==> src/rtl/i2c_sniffer_pkg.sv <==
// rtl/i2c_sniffer_pkg.sv - shared record types and constants for the multi-bus I2C sniffer
package i2c_sniffer_pkg;

    localparam int KIND_W = 2;
    localparam int BYTE_W = 8;
    localparam int REC_W  = KIND_W + BYTE_W + 1;

    typedef enum logic [KIND_W-1:0] {
        KIND_START  = 2'd0,
        KIND_RSTART = 2'd1,
        KIND_STOP   = 2'd2,
        KIND_BYTE   = 2'd3
    } rec_kind_e;

    typedef struct packed {
        rec_kind_e         kind;
        logic [BYTE_W-1:0] data;
        logic              ack;
    } sniff_rec_t;

    typedef enum logic [1:0] {
        ST_IDLE   = 2'd0,
        ST_BITS   = 2'd1,
        ST_ACKBIT = 2'd2
    } sniff_state_e;

endpackage

==> src/rtl/i2c_bus_sniffer.sv <==
// rtl/i2c_bus_sniffer.sv - one-bus observer: synchroniser, glitch filter, frame FSM, pending slot
module i2c_bus_sniffer
    import i2c_sniffer_pkg::*;
#(
    parameter int FILTER_LEN = 4
) (
    input  logic       clk_i,
    input  logic       rst_n_i,
    input  logic       scl_i,
    input  logic       sda_i,
    input  logic       enable_i,
    input  logic       grant_i,
    input  logic       ovf_clr_i,
    output logic       slot_valid_o,
    output sniff_rec_t slot_rec_o,
    output logic       busy_o,
    output logic       ovf_o
);

    localparam int CNT_W = $clog2(FILTER_LEN + 1);

    // Bit 1 carries SCL, bit 0 carries SDA through the whole input path.
    logic [1:0]            raw, sync1, sync2, filt, filt_q;
    logic [1:0][CNT_W-1:0] stab_cnt;

    assign raw = {scl_i, sda_i};

    always_ff @(posedge clk_i or negedge rst_n_i) begin
        if (!rst_n_i) begin
            sync1    <= 2'b11;
            sync2    <= 2'b11;
            filt     <= 2'b11;
            filt_q   <= 2'b11;
            stab_cnt <= '0;
        end else begin
            sync1  <= raw;
            sync2  <= sync1;
            filt_q <= filt;
            for (int i = 0; i < 2; i++) begin
                if (sync2[i] == filt[i]) begin
                    stab_cnt[i] <= '0;
                end else if (stab_cnt[i] == CNT_W'(FILTER_LEN - 1)) begin
                    filt[i]     <= sync2[i];
                    stab_cnt[i] <= '0;
                end else begin
                    stab_cnt[i] <= stab_cnt[i] + CNT_W'(1);
                end
            end
        end
    end

    logic scl_f, sda_f, start_ev, stop_ev, rise_ev;

    assign scl_f    = filt[1];
    assign sda_f    = filt[0];
    assign start_ev = scl_f && filt_q[1] && filt_q[0] && !sda_f;
    assign stop_ev  = scl_f && filt_q[1] && !filt_q[0] && sda_f;
    assign rise_ev  = scl_f && !filt_q[1];

    sniff_state_e      state, state_nxt;
    logic [2:0]        bit_cnt;
    logic [BYTE_W-1:0] shreg;
    logic              ev_valid;
    sniff_rec_t        ev_rec;

    always_ff @(posedge clk_i or negedge rst_n_i) begin
        if (!rst_n_i) begin
            state <= ST_IDLE;
        end else begin
            state <= state_nxt;
        end
    end

    always_comb begin
        state_nxt = state;
        if (!enable_i) begin
            state_nxt = ST_IDLE;
        end else if (start_ev) begin
            state_nxt = ST_BITS;
        end else if (stop_ev) begin
            state_nxt = ST_IDLE;
        end else if (rise_ev) begin
            case (state)
                ST_BITS:   if (bit_cnt == 3'd7) state_nxt = ST_ACKBIT;
                ST_ACKBIT: state_nxt = ST_BITS;
                default:   state_nxt = state;
            endcase
        end
    end

    always_comb begin
        ev_valid = 1'b0;
        ev_rec   = '0;
        if (enable_i) begin
            if (start_ev) begin
                ev_valid    = 1'b1;
                ev_rec.kind = (state == ST_IDLE) ? KIND_START : KIND_RSTART;
            end else if (stop_ev && state != ST_IDLE) begin
                ev_valid    = 1'b1;
                ev_rec.kind = KIND_STOP;
            end else if (rise_ev && state == ST_ACKBIT) begin
                ev_valid    = 1'b1;
                ev_rec.kind = KIND_BYTE;
                ev_rec.data = shreg;
                ev_rec.ack  = !sda_f;
            end
        end
    end

    // Bit counter wraps 7 -> 0 on the 8th sample, so the ACK phase needs no reload.
    always_ff @(posedge clk_i or negedge rst_n_i) begin
        if (!rst_n_i) begin
            bit_cnt <= '0;
            shreg   <= '0;
        end else if (!enable_i || start_ev) begin
            bit_cnt <= '0;
        end else if (rise_ev && state == ST_BITS) begin
            bit_cnt <= bit_cnt + 3'd1;
            shreg   <= {shreg[BYTE_W-2:0], sda_f};
        end
    end

    assign busy_o = (state != ST_IDLE);

    // A slot being granted this cycle can accept a new record in the same cycle.
    always_ff @(posedge clk_i or negedge rst_n_i) begin
        if (!rst_n_i) begin
            slot_valid_o <= 1'b0;
            slot_rec_o   <= '0;
            ovf_o        <= 1'b0;
        end else begin
            if (ev_valid && (!slot_valid_o || grant_i)) begin
                slot_valid_o <= 1'b1;
                slot_rec_o   <= ev_rec;
            end else if (grant_i) begin
                slot_valid_o <= 1'b0;
            end
            if (ev_valid && slot_valid_o && !grant_i) begin
                ovf_o <= 1'b1;
            end else if (ovf_clr_i) begin
                ovf_o <= 1'b0;
            end
        end
    end

endmodule

==> src/rtl/i2c_multibus_sniffer.sv <==
// rtl/i2c_multibus_sniffer.sv - N-bus passive I2C observer merged through a round-robin arbiter and FIFO
module i2c_multibus_sniffer
    import i2c_sniffer_pkg::*;
#(
    parameter int NUM_BUSES  = 16,
    parameter int FILTER_LEN = 4,
    parameter int FIFO_DEPTH = 8
) (
    input  logic                              clk_i,
    input  logic                              rst_n_i,
    input  logic [NUM_BUSES-1:0]              scl_i,
    input  logic [NUM_BUSES-1:0]              sda_i,
    input  logic [NUM_BUSES-1:0]              enable_i,
    output logic                              rec_valid_o,
    input  logic                              rec_ready_i,
    output logic [$clog2(NUM_BUSES)+10:0]     rec_data_o,
    output logic [NUM_BUSES-1:0]              busy_o,
    output logic [NUM_BUSES-1:0]              ovf_o,
    input  logic                              ovf_clr_i,
    output logic [$clog2(FIFO_DEPTH):0]       fifo_cnt_o
);

    localparam int ID_W  = (NUM_BUSES > 1) ? $clog2(NUM_BUSES) : 1;
    localparam int OUT_W = $clog2(NUM_BUSES) + REC_W;
    localparam int ENT_W = ID_W + REC_W;
    localparam int AW    = $clog2(FIFO_DEPTH);

    logic [NUM_BUSES-1:0] slot_valid, grant;
    sniff_rec_t           slot_rec [NUM_BUSES];

    for (genvar b = 0; b < NUM_BUSES; b++) begin : g_bus
        i2c_bus_sniffer #(.FILTER_LEN(FILTER_LEN)) u_sniffer (
            .clk_i        (clk_i),
            .rst_n_i      (rst_n_i),
            .scl_i        (scl_i[b]),
            .sda_i        (sda_i[b]),
            .enable_i     (enable_i[b]),
            .grant_i      (grant[b]),
            .ovf_clr_i    (ovf_clr_i),
            .slot_valid_o (slot_valid[b]),
            .slot_rec_o   (slot_rec[b]),
            .busy_o       (busy_o[b]),
            .ovf_o        (ovf_o[b])
        );
    end

    logic [AW-1:0]    wr_ptr, rd_ptr;
    logic [AW:0]      cnt;
    logic [ENT_W-1:0] mem [FIFO_DEPTH];
    logic             fifo_full, push, pop, gnt_any;
    logic [ID_W-1:0]  gnt_id, last_id;

    assign fifo_full = (cnt == (AW+1)'(FIFO_DEPTH));

    // Search starts one past the last granted bus so no bus can starve.
    always_comb begin
        gnt_any = 1'b0;
        gnt_id  = last_id;
        for (int i = 1; i <= NUM_BUSES; i++) begin
            if (!gnt_any && slot_valid[(int'(last_id) + i) % NUM_BUSES]) begin
                gnt_any = 1'b1;
                gnt_id  = ID_W'((int'(last_id) + i) % NUM_BUSES);
            end
        end
        if (fifo_full) gnt_any = 1'b0;
    end

    always_comb begin
        grant = '0;
        for (int b = 0; b < NUM_BUSES; b++) begin
            grant[b] = gnt_any && (gnt_id == ID_W'(b));
        end
    end

    assign push = gnt_any;
    assign pop  = rec_valid_o && rec_ready_i;

    always_ff @(posedge clk_i or negedge rst_n_i) begin
        if (!rst_n_i) begin
            last_id <= ID_W'(NUM_BUSES - 1);
            wr_ptr  <= '0;
            rd_ptr  <= '0;
            cnt     <= '0;
        end else begin
            if (push) begin
                last_id <= gnt_id;
                wr_ptr  <= wr_ptr + AW'(1);
            end
            if (pop) rd_ptr <= rd_ptr + AW'(1);
            case ({push, pop})
                2'b10:   cnt <= cnt + (AW+1)'(1);
                2'b01:   cnt <= cnt - (AW+1)'(1);
                default: cnt <= cnt;
            endcase
        end
    end

    always_ff @(posedge clk_i) begin
        if (push) mem[wr_ptr] <= {gnt_id, slot_rec[gnt_id]};
    end

    assign rec_valid_o = (cnt != '0);
    assign rec_data_o  = rec_valid_o ? mem[rd_ptr][OUT_W-1:0] : '0;
    assign fifo_cnt_o  = cnt;

endmodule

==> config.mk <==
export PLATFORM = sky130hd
export DESIGN_NAME = i2c_multibus_sniffer
export DESIGN_NICKNAME = d
export VERILOG_FILES = /design/src/rtl/i2c_sniffer_pkg.sv /design/src/rtl/i2c_bus_sniffer.sv /design/src/rtl/i2c_multibus_sniffer.sv
export SDC_FILE = /design/constraint.sdc
export NUM_CORES = 1
export LEC_CHECK = 0
export ABC_AREA = 1
export BUFFER_PORTS_ARGS = -buffer_cell sky130_fd_sc_hd__buf_2
export CORE_AREA = 5 5 290 292
export DETAILED_ROUTE_END_ITERATION = 8
export DIE_AREA = 0 0 295 297
export PLACE_DENSITY = 0.67
export SLEW_MARGIN = 20
export SYNTH_ARGS = -nofsm -noshare
export SYNTH_HDL_FRONTEND = slang
export SYNTH_SLANG_ARGS = --single-unit
==> constraint.sdc <==
create_clock -name clk_i -period 10.42 [get_ports clk_i]
set_input_delay 1.042 -clock clk_i [delete_from_list [all_inputs] [get_ports clk_i]]
set_output_delay 1.042 -clock clk_i [all_outputs]
set_load 0.005 [all_outputs]
# == After elaboration in Yosys (flattened, before gate mapping) ==
# Memories as Yosys holds them, arrays and structs flattened.
# Cells that the tools add are included.
# Widths: inputs -> output; s select.
# word_totals
reg_bits,654
ramBits,120
inputBits,52
output_inout_bits,52
wordCells,1608
mem_count,1
# mem_list
name,words,width,rd,rd_clocked_by_memory_dff,wr,line,source
mem,8,15,1,0,1,i2c_multibus_sniffer.sv:49,logic [ENT_W-1:0] mem [FIFO_DEPTH];
# classes
addsub,68
n_lt_le_gt_ge,17
n_eq_ne,178
n_mux,505
bitwise,65
n_reduce_logical,530
# ops
cell,n
$mux 11,34
$mux 3,96
$mux 9,32
$logic_and 1x1->1,224
$mux 2,112
$mux 1,180
$add 3x1->3 const B,50
$reduce_bool 2->1,65
$logic_not 1->1,111
$eq 3x2->1 const B,32
$lt 5x6->1 const B,16
$reduce_and 2->1,48
$ne 5x1->1 const B,16
$ne 5x2->1 const B,16
$bmux 1 s4,16
$mux 4,16
$ne 4x1->1 const B,16
$pmux 2 s2,16
$reduce_or 4->1,16
$eq 3x3->1 const B,16
$not 1->1,48
$reduce_and 3->1,16
$bmux 11 s4,1
$eq 4x4->1 const B,9
other kinds (20),161

# == Depth between registers and ports, before layout ==
# logic_depth
word_depth,57
depth_mapped,35
ltp_nobuf,31

# == Hierarchy ==
# A second synthesis with hierarchy kept.
# unflattened
hier_cells,4328
area_unflattened_um2,38135.3
# by_module_without_submodules
module,n_inst,cells_per_inst,area_per_inst_um2,seq_area_each_um2
i2c_bus_sniffer,16,184,1775.5,1011.0
i2c_multibus_sniffer,1,1384,9728.1,3958.8

# == Worst setup path before layout ==
# OpenSTA, ideal clock, no wires.
# synth_path
kind,register -> register
start,register last_id[0]
end,"memory mem[0][1] (netlist bit), data pin"
setup_time_ns,0.283
t_arrival_ns,3.747
required_ns,10.137
setup_slack_ns,6.390
stages_incl_launch_ff,32
n_path_buf,5
period_less_slack_ns,4.030
cell_sequence,dfstp_2 buf_6 inv_4 buf_6 ha_1 inv_1 buf_2 nand3_1 nand3_1 nand2_2 nand2_4 nand2_4 nor2_4 nand4_2 nor2_4 nand4_2 nor2_4 nand4_2 clkinv_1 nand2_1 nand3_1 nand2_1 buf_4 buf_4 nand2_1 nand2_1 nand2_1 nand3_1 nand2_1 nand2_1 nand2_1 nand2_1
# synth_between
elab_chain_len,54
elab_cells_between_ends,129
cone_classes,16 x add/sub; 82 x mux; 1 x bitwise; 30 x reduce/logical
# synth_rtl
item,line,source
start: declaration,i2c_multibus_sniffer.sv:51,"logic [ID_W-1:0] gnt_id, last_id;"
start signal: assignment,i2c_multibus_sniffer.sv:80,last_id <= ID_W'(NUM_BUSES - 1);
start signal: assignment,i2c_multibus_sniffer.sv:86,last_id <= gnt_id;
$add 4x1->4,"i2c_multibus_sniffer.sv:60, i2c_multibus_sniffer.sv:62",
$bmux 1 s4,i2c_multibus_sniffer.sv:60,if (!gnt_any && slot_valid[(int'(last_id) + i) % NUM_BUSES]) begin
$mux 1 (implied by the code) (2 in a row),i2c_multibus_sniffer.sv:60,
$mux 1,i2c_multibus_sniffer.sv:60,
$logic_not 1->1,i2c_multibus_sniffer.sv:60,
$logic_and 1x1->1,i2c_multibus_sniffer.sv:60,
$mux 1,i2c_multibus_sniffer.sv:60,
$logic_not 1->1,i2c_multibus_sniffer.sv:60,
[... 37 more ...],--,
$mux 1,i2c_multibus_sniffer.sv:60,
$logic_not 1->1,i2c_multibus_sniffer.sv:60,
$logic_and 1x1->1,i2c_multibus_sniffer.sv:60,
$mux 4 *,i2c_multibus_sniffer.sv:60,
via gnt_id[0],i2c_multibus_sniffer.sv:51,
$not 4->5 (implied by the code) *,i2c_multibus_sniffer.sv:99,"if (push) mem[wr_ptr] <= {gnt_id, slot_rec[gnt_id]};"
$bmux 11 s4 *,i2c_multibus_sniffer.sv:99,
$mux 11 (implied by the code) * (2 in a row),i2c_multibus_sniffer.sv:99,
end: declaration,i2c_multibus_sniffer.sv:49,
# The timed path passes the listed nets; every way through them passes the cells marked *. The select of a mux whose other input is x is not followed.

# == Worst setup path in the final report ==
# layout_path
start,register last_id[1]
end,"memory mem[3][0] (netlist bit), data pin"
# layout_between
elab_chain_len,54
elab_cells_between_ends,129
cone_classes,16 x add/sub; 82 x mux; 1 x bitwise; 30 x reduce/logical
# layout_rtl
item,line
$add 4x1->4,"i2c_multibus_sniffer.sv:60, i2c_multibus_sniffer.sv:62"
$bmux 1 s4,i2c_multibus_sniffer.sv:60
$mux 1 (implied by the code) (2 in a row),i2c_multibus_sniffer.sv:60
$mux 1,i2c_multibus_sniffer.sv:60
$logic_not 1->1,i2c_multibus_sniffer.sv:60
$logic_and 1x1->1,i2c_multibus_sniffer.sv:60
$mux 1,i2c_multibus_sniffer.sv:60
$logic_not 1->1,i2c_multibus_sniffer.sv:60
[... 36 more ...],--
$logic_and 1x1->1,i2c_multibus_sniffer.sv:60
$mux 1,i2c_multibus_sniffer.sv:60
$logic_not 1->1,i2c_multibus_sniffer.sv:60
$logic_and 1x1->1,i2c_multibus_sniffer.sv:60
$mux 4 *,i2c_multibus_sniffer.sv:60
$not 4->5 (implied by the code) *,i2c_multibus_sniffer.sv:99
$bmux 11 s4 *,i2c_multibus_sniffer.sv:99
$mux 11 (implied by the code) * (2 in a row),i2c_multibus_sniffer.sv:99
# Mark *: on every way between the ends. The rest lies on a longest branch, timed or not. The select of a mux whose other input is x is not followed.

==> summary.md <==
| Metric | Value |
|---|---|
| Initial antenna violation count | 1 |
| #FFs+latches synth | 774 |
| Worst Path Required | 10.85 ns |
| # DRC | 0 |
| Startpoint types | flop |
| Tcrit/Tclk final | 65.0% |
| Dpl cells | 5266 |
| Slew @ Worst Pin | 1.12 ns |
| Commonest non-fill, non-tap cells in the layout | nand2_1, dfrtp_1, nor2_1 |
| Crit path max fanout | 44 |
| Gates resized, CTS repair | 0 |
| Clk Tree Root Cell | clkbuf_16 |
| Setup crit end kind | flop |
| Pin count of the biggest net entering global routing | 168 |
| Hpwl dp | 60.3 mm |
| Crit path kind | reg -> reg |
| Vias in the first global route | 26000 |
| Delay-heaviest family, CP | simple AND/OR/NAND/NOR gates |
| P_leak | 19.3 nW |
| Total CTS buffers | 83 |
| Die Ht | 297 um |
| Total track usage | 19.5% |
| Relative slew margins | 25.3% |
| Clock Path Buffers | 3 |
| Syn nets | 4374 |
| Post-synthesis cell count | 4245 |
| Synthesis Warnings | 0 |
| Slowest library cell on the worst path | dfstp_2 |
| Final Hold Viols | 0 |
| DR iter-0 viols | 2284 |
| Avg Cell Area, Syn | 8.51 um2 |
| Min Clock Period, post-route | 6.77 ns |
| Netlist Area Pre-Place | 36100 um2 |
| RSZ-0062 raised after global routing | no |
| First-pass GRT wire length | 139 mm |
| Full die area | 87600 um2 |
| Wire per inst | 15.9 um |
| EDFF count, synth | 120 |
| Cell Int Power | 7.38 mW |
| IO Pins | 104 |
| Post-route insts no fill | 5421 |
| CTS tree | done |
| Final WL | 86.0 mm |
| Ys async rst share | 84.5% |
| ANT nets after route | 0 |
| Status | finished clean |
| Vias/cell | 5.06 |
| Postcts setup bufs | 0 |
| Clock sink count | 774 |
| Core box area | 81300 um2 |
| P per Cell Area | 353 nW/um2 |
| CP peak stage delay | 0.73 ns |
| Largest cells by area after synthesis | dfrtp_1, nand2_1, edfxtp_1 |
| Worst-skew pair later-pin latency | 0.64 ns |
| Layout cells sized above 1 | 10.2% |
| Sw Pwr | 6.75 mW |
| Routability cong. | 0.969 |
| Post-synth top area share | 36.2% |
| Max Transition Viols Final | 0 |
| Max Cap Viol | 0 |
| Rows | 105 |
| Clock network power share | 21.1% |
| DRT Pass-1 Iters | 6 |
| Total grt overflow | 0 |
| H-tree depth | 3 |
| Worst EP arrival | 7.20 ns |
| Critical path's most frequent cell | nand2_1 |
| Max Clock Freq | 148 MHz |
| Sw Share | 47.8% |
| Final Skew | 0.0313 ns |
| Post-cts hold buffer count | 0 |
| Combinational power share | 46.9% |
| Register area share after synthesis | 55.7% |
| Area Overhead vs Synth | 10.6% |
| Distinct cell type count after synthesis | 47 |
| Net count, final | 4410 |
| Die W | 295 um |
| Max IR drop VDD | 0.660 mV |
| Starting Density | 44.4% |
| Final setup TNS | 0 ns |
| Area leader, netlist | dfrtp_1 |
| Bufs and invs on worst path | 6 |
| Min-Delay Path Class | reg -> reg |
| Post-synth top flop | dfrtp_1 |
| Most common cell after layout, fill and taps aside | nand2_1 |
| Port Buffer Count | 103 |
| Setup-failing EPs final | 0 |
| Vias | 27400 |
| Clock-pin slew on the worst setup and hold paths | 0.06 ns |
| Sequential Power Share | 32.0% |
layer usage:
metal | GRT usage (%) | share of wire [%] | vias to the layer above | wire, um
met1 | 27.9 | 46 | 12900 | 39400
met5 | 0 | 0 | - | 0
met2 | 30.5 | 45 | 713 | 39100
li1 | - | - | 13600 | -
met3 | 2.86 | 5.4 | 146 | 4650
met4 | 6.70 | 3.4 | 0 | 2890
worst register-to-register path, delay by kind of cell, from the launching register on:
kind,cells,cell delay (ns)
DFF,1,0.73
adders and majority gates,1,0.63
buffers and inverters,6,2.13
and+or+nand+nor,21,3.08
flip-flops by register name, summed over array words and instances, names as in the netlist:
| signal | count |
|---|---|
| g_bus.u_sniffer.slot_rec_o | 176 |
| g_bus.u_sniffer.shreg | 128 |
| mem | 120 |
| g_bus.u_sniffer.stab_cnt | 96 |
| g_bus.u_sniffer.bit_cnt | 48 |
| g_bus.u_sniffer.filt | 32 |
| g_bus.u_sniffer.filt_q | 32 |
| g_bus.u_sniffer.state | 32 |
| g_bus.u_sniffer.sync1 | 32 |
| g_bus.u_sniffer.sync2 | 32 |
| g_bus.u_sniffer.ovf_o | 16 |
| g_bus.u_sniffer.slot_valid_o | 16 |
| fifo_cnt_o | 4 |
| last_id | 4 |
| rd_ptr | 3 |
| wr_ptr | 3 |
cell type report:
type	count	area, um2
Clock inverter	32	383
Clock buffer	122	2400
Inverter	437	1650
Fill cell	7616	41400
Timing Repair Buffer	115	653
Antenna cell	1	2.50
Multi-Input combinational cell	2870	13400
Sequential cell	774	20100
Tap cell	1070	1340
final timing paths:
kind / from / to / slack, ns / depth (start not counted)
max: last_id[1] / mem[3][0] / 3.65 / 28
min reg2reg: g_bus[15].u_sniffer.sync1[1] / g_bus[15].u_sniffer.sync2[1] / 0.35 / 0
min: g_bus[15].u_sniffer.sync1[1] / g_bus[15].u_sniffer.sync2[1] / 0.35 / 0
max in group asynchronous: rst_n_i / g_bus[3].u_sniffer.stab_cnt[2] / 7.99 / 3
min in group asynchronous: rst_n_i / g_bus[15].u_sniffer.stab_cnt[5] / 0.44 / 1
max reg2reg: last_id[1] / mem[3][0] / 3.65 / 28
stage by stage:
stage | cell area (um2) | worst slack, ns | utilization [%] | hold slack, ns | total power, mW
2_1_floorplan | 36100 | 6.39 | - | 0.345 | 9.58
3_3_place_gp | 37200 | 3.95 | 45.7 | 0.345 | 11.0
3_5_place_dp | 37200 | 3.86 | 45.7 | 0.347 | 11.1
4_1_cts | 40000 | 3.83 | 49.1 | 0.348 | 14.2
5_1_grt | 40000 | 3.22 | 49.1 | 0.344 | 15.1
6_report | 40000 | 3.65 | 49.1 | 0.347 | 14.1
synthesized netlist by cell type (5+ instances only):
cell type / count
dfstp_2: 132
nor3b_1: 29
buf_6: 13
ha_1: 77
xnor2_1: 37
nor3_1: 57
nand2_1: 1316
edfxtp_1: 120
nand3_1: 390
a31oi_1: 15
xor2_1: 7
clkbuf_1: 55
o21ai_0: 287
nand4_1: 27
buf_2: 39
o21a_1: 5
inv_2: 6
a2111oi_0: 9
a21oi_1: 64
o22ai_1: 33
dfrtp_1: 522
nand2_2: 22
o32ai_1: 5
buf_4: 55
nor2_1: 453
inv_1: 426
kinds of logic after synthesis:
kind of cell    count (synthesis)  synth area share, %
compound gates                426                 6.29
xor+xnor                       47                 1.26
fa+ha+maj                      77                 2.67
buf+inv                       601                 7.24
flops                         774                 55.7
mux                             3               0.0935
simple gates                 2317                 26.7
power groups by stage:
| stage | Sequential (mW) | Combinational (mW) | Clock [mW] |
|---|---|---|---|
| floorplan | 4.39 | 5.20 | 0 |
| global placement | 4.55 | 6.47 | 0 |
| detailed placement | 4.57 | 6.54 | 0 |
| CTS | 4.52 | 6.56 | 3.06 |
| global route | 4.60 | 7.30 | 3.20 |
| finish | 4.52 | 6.62 | 2.99 |
Note: power is estimated with default switching activity, not from simulation.
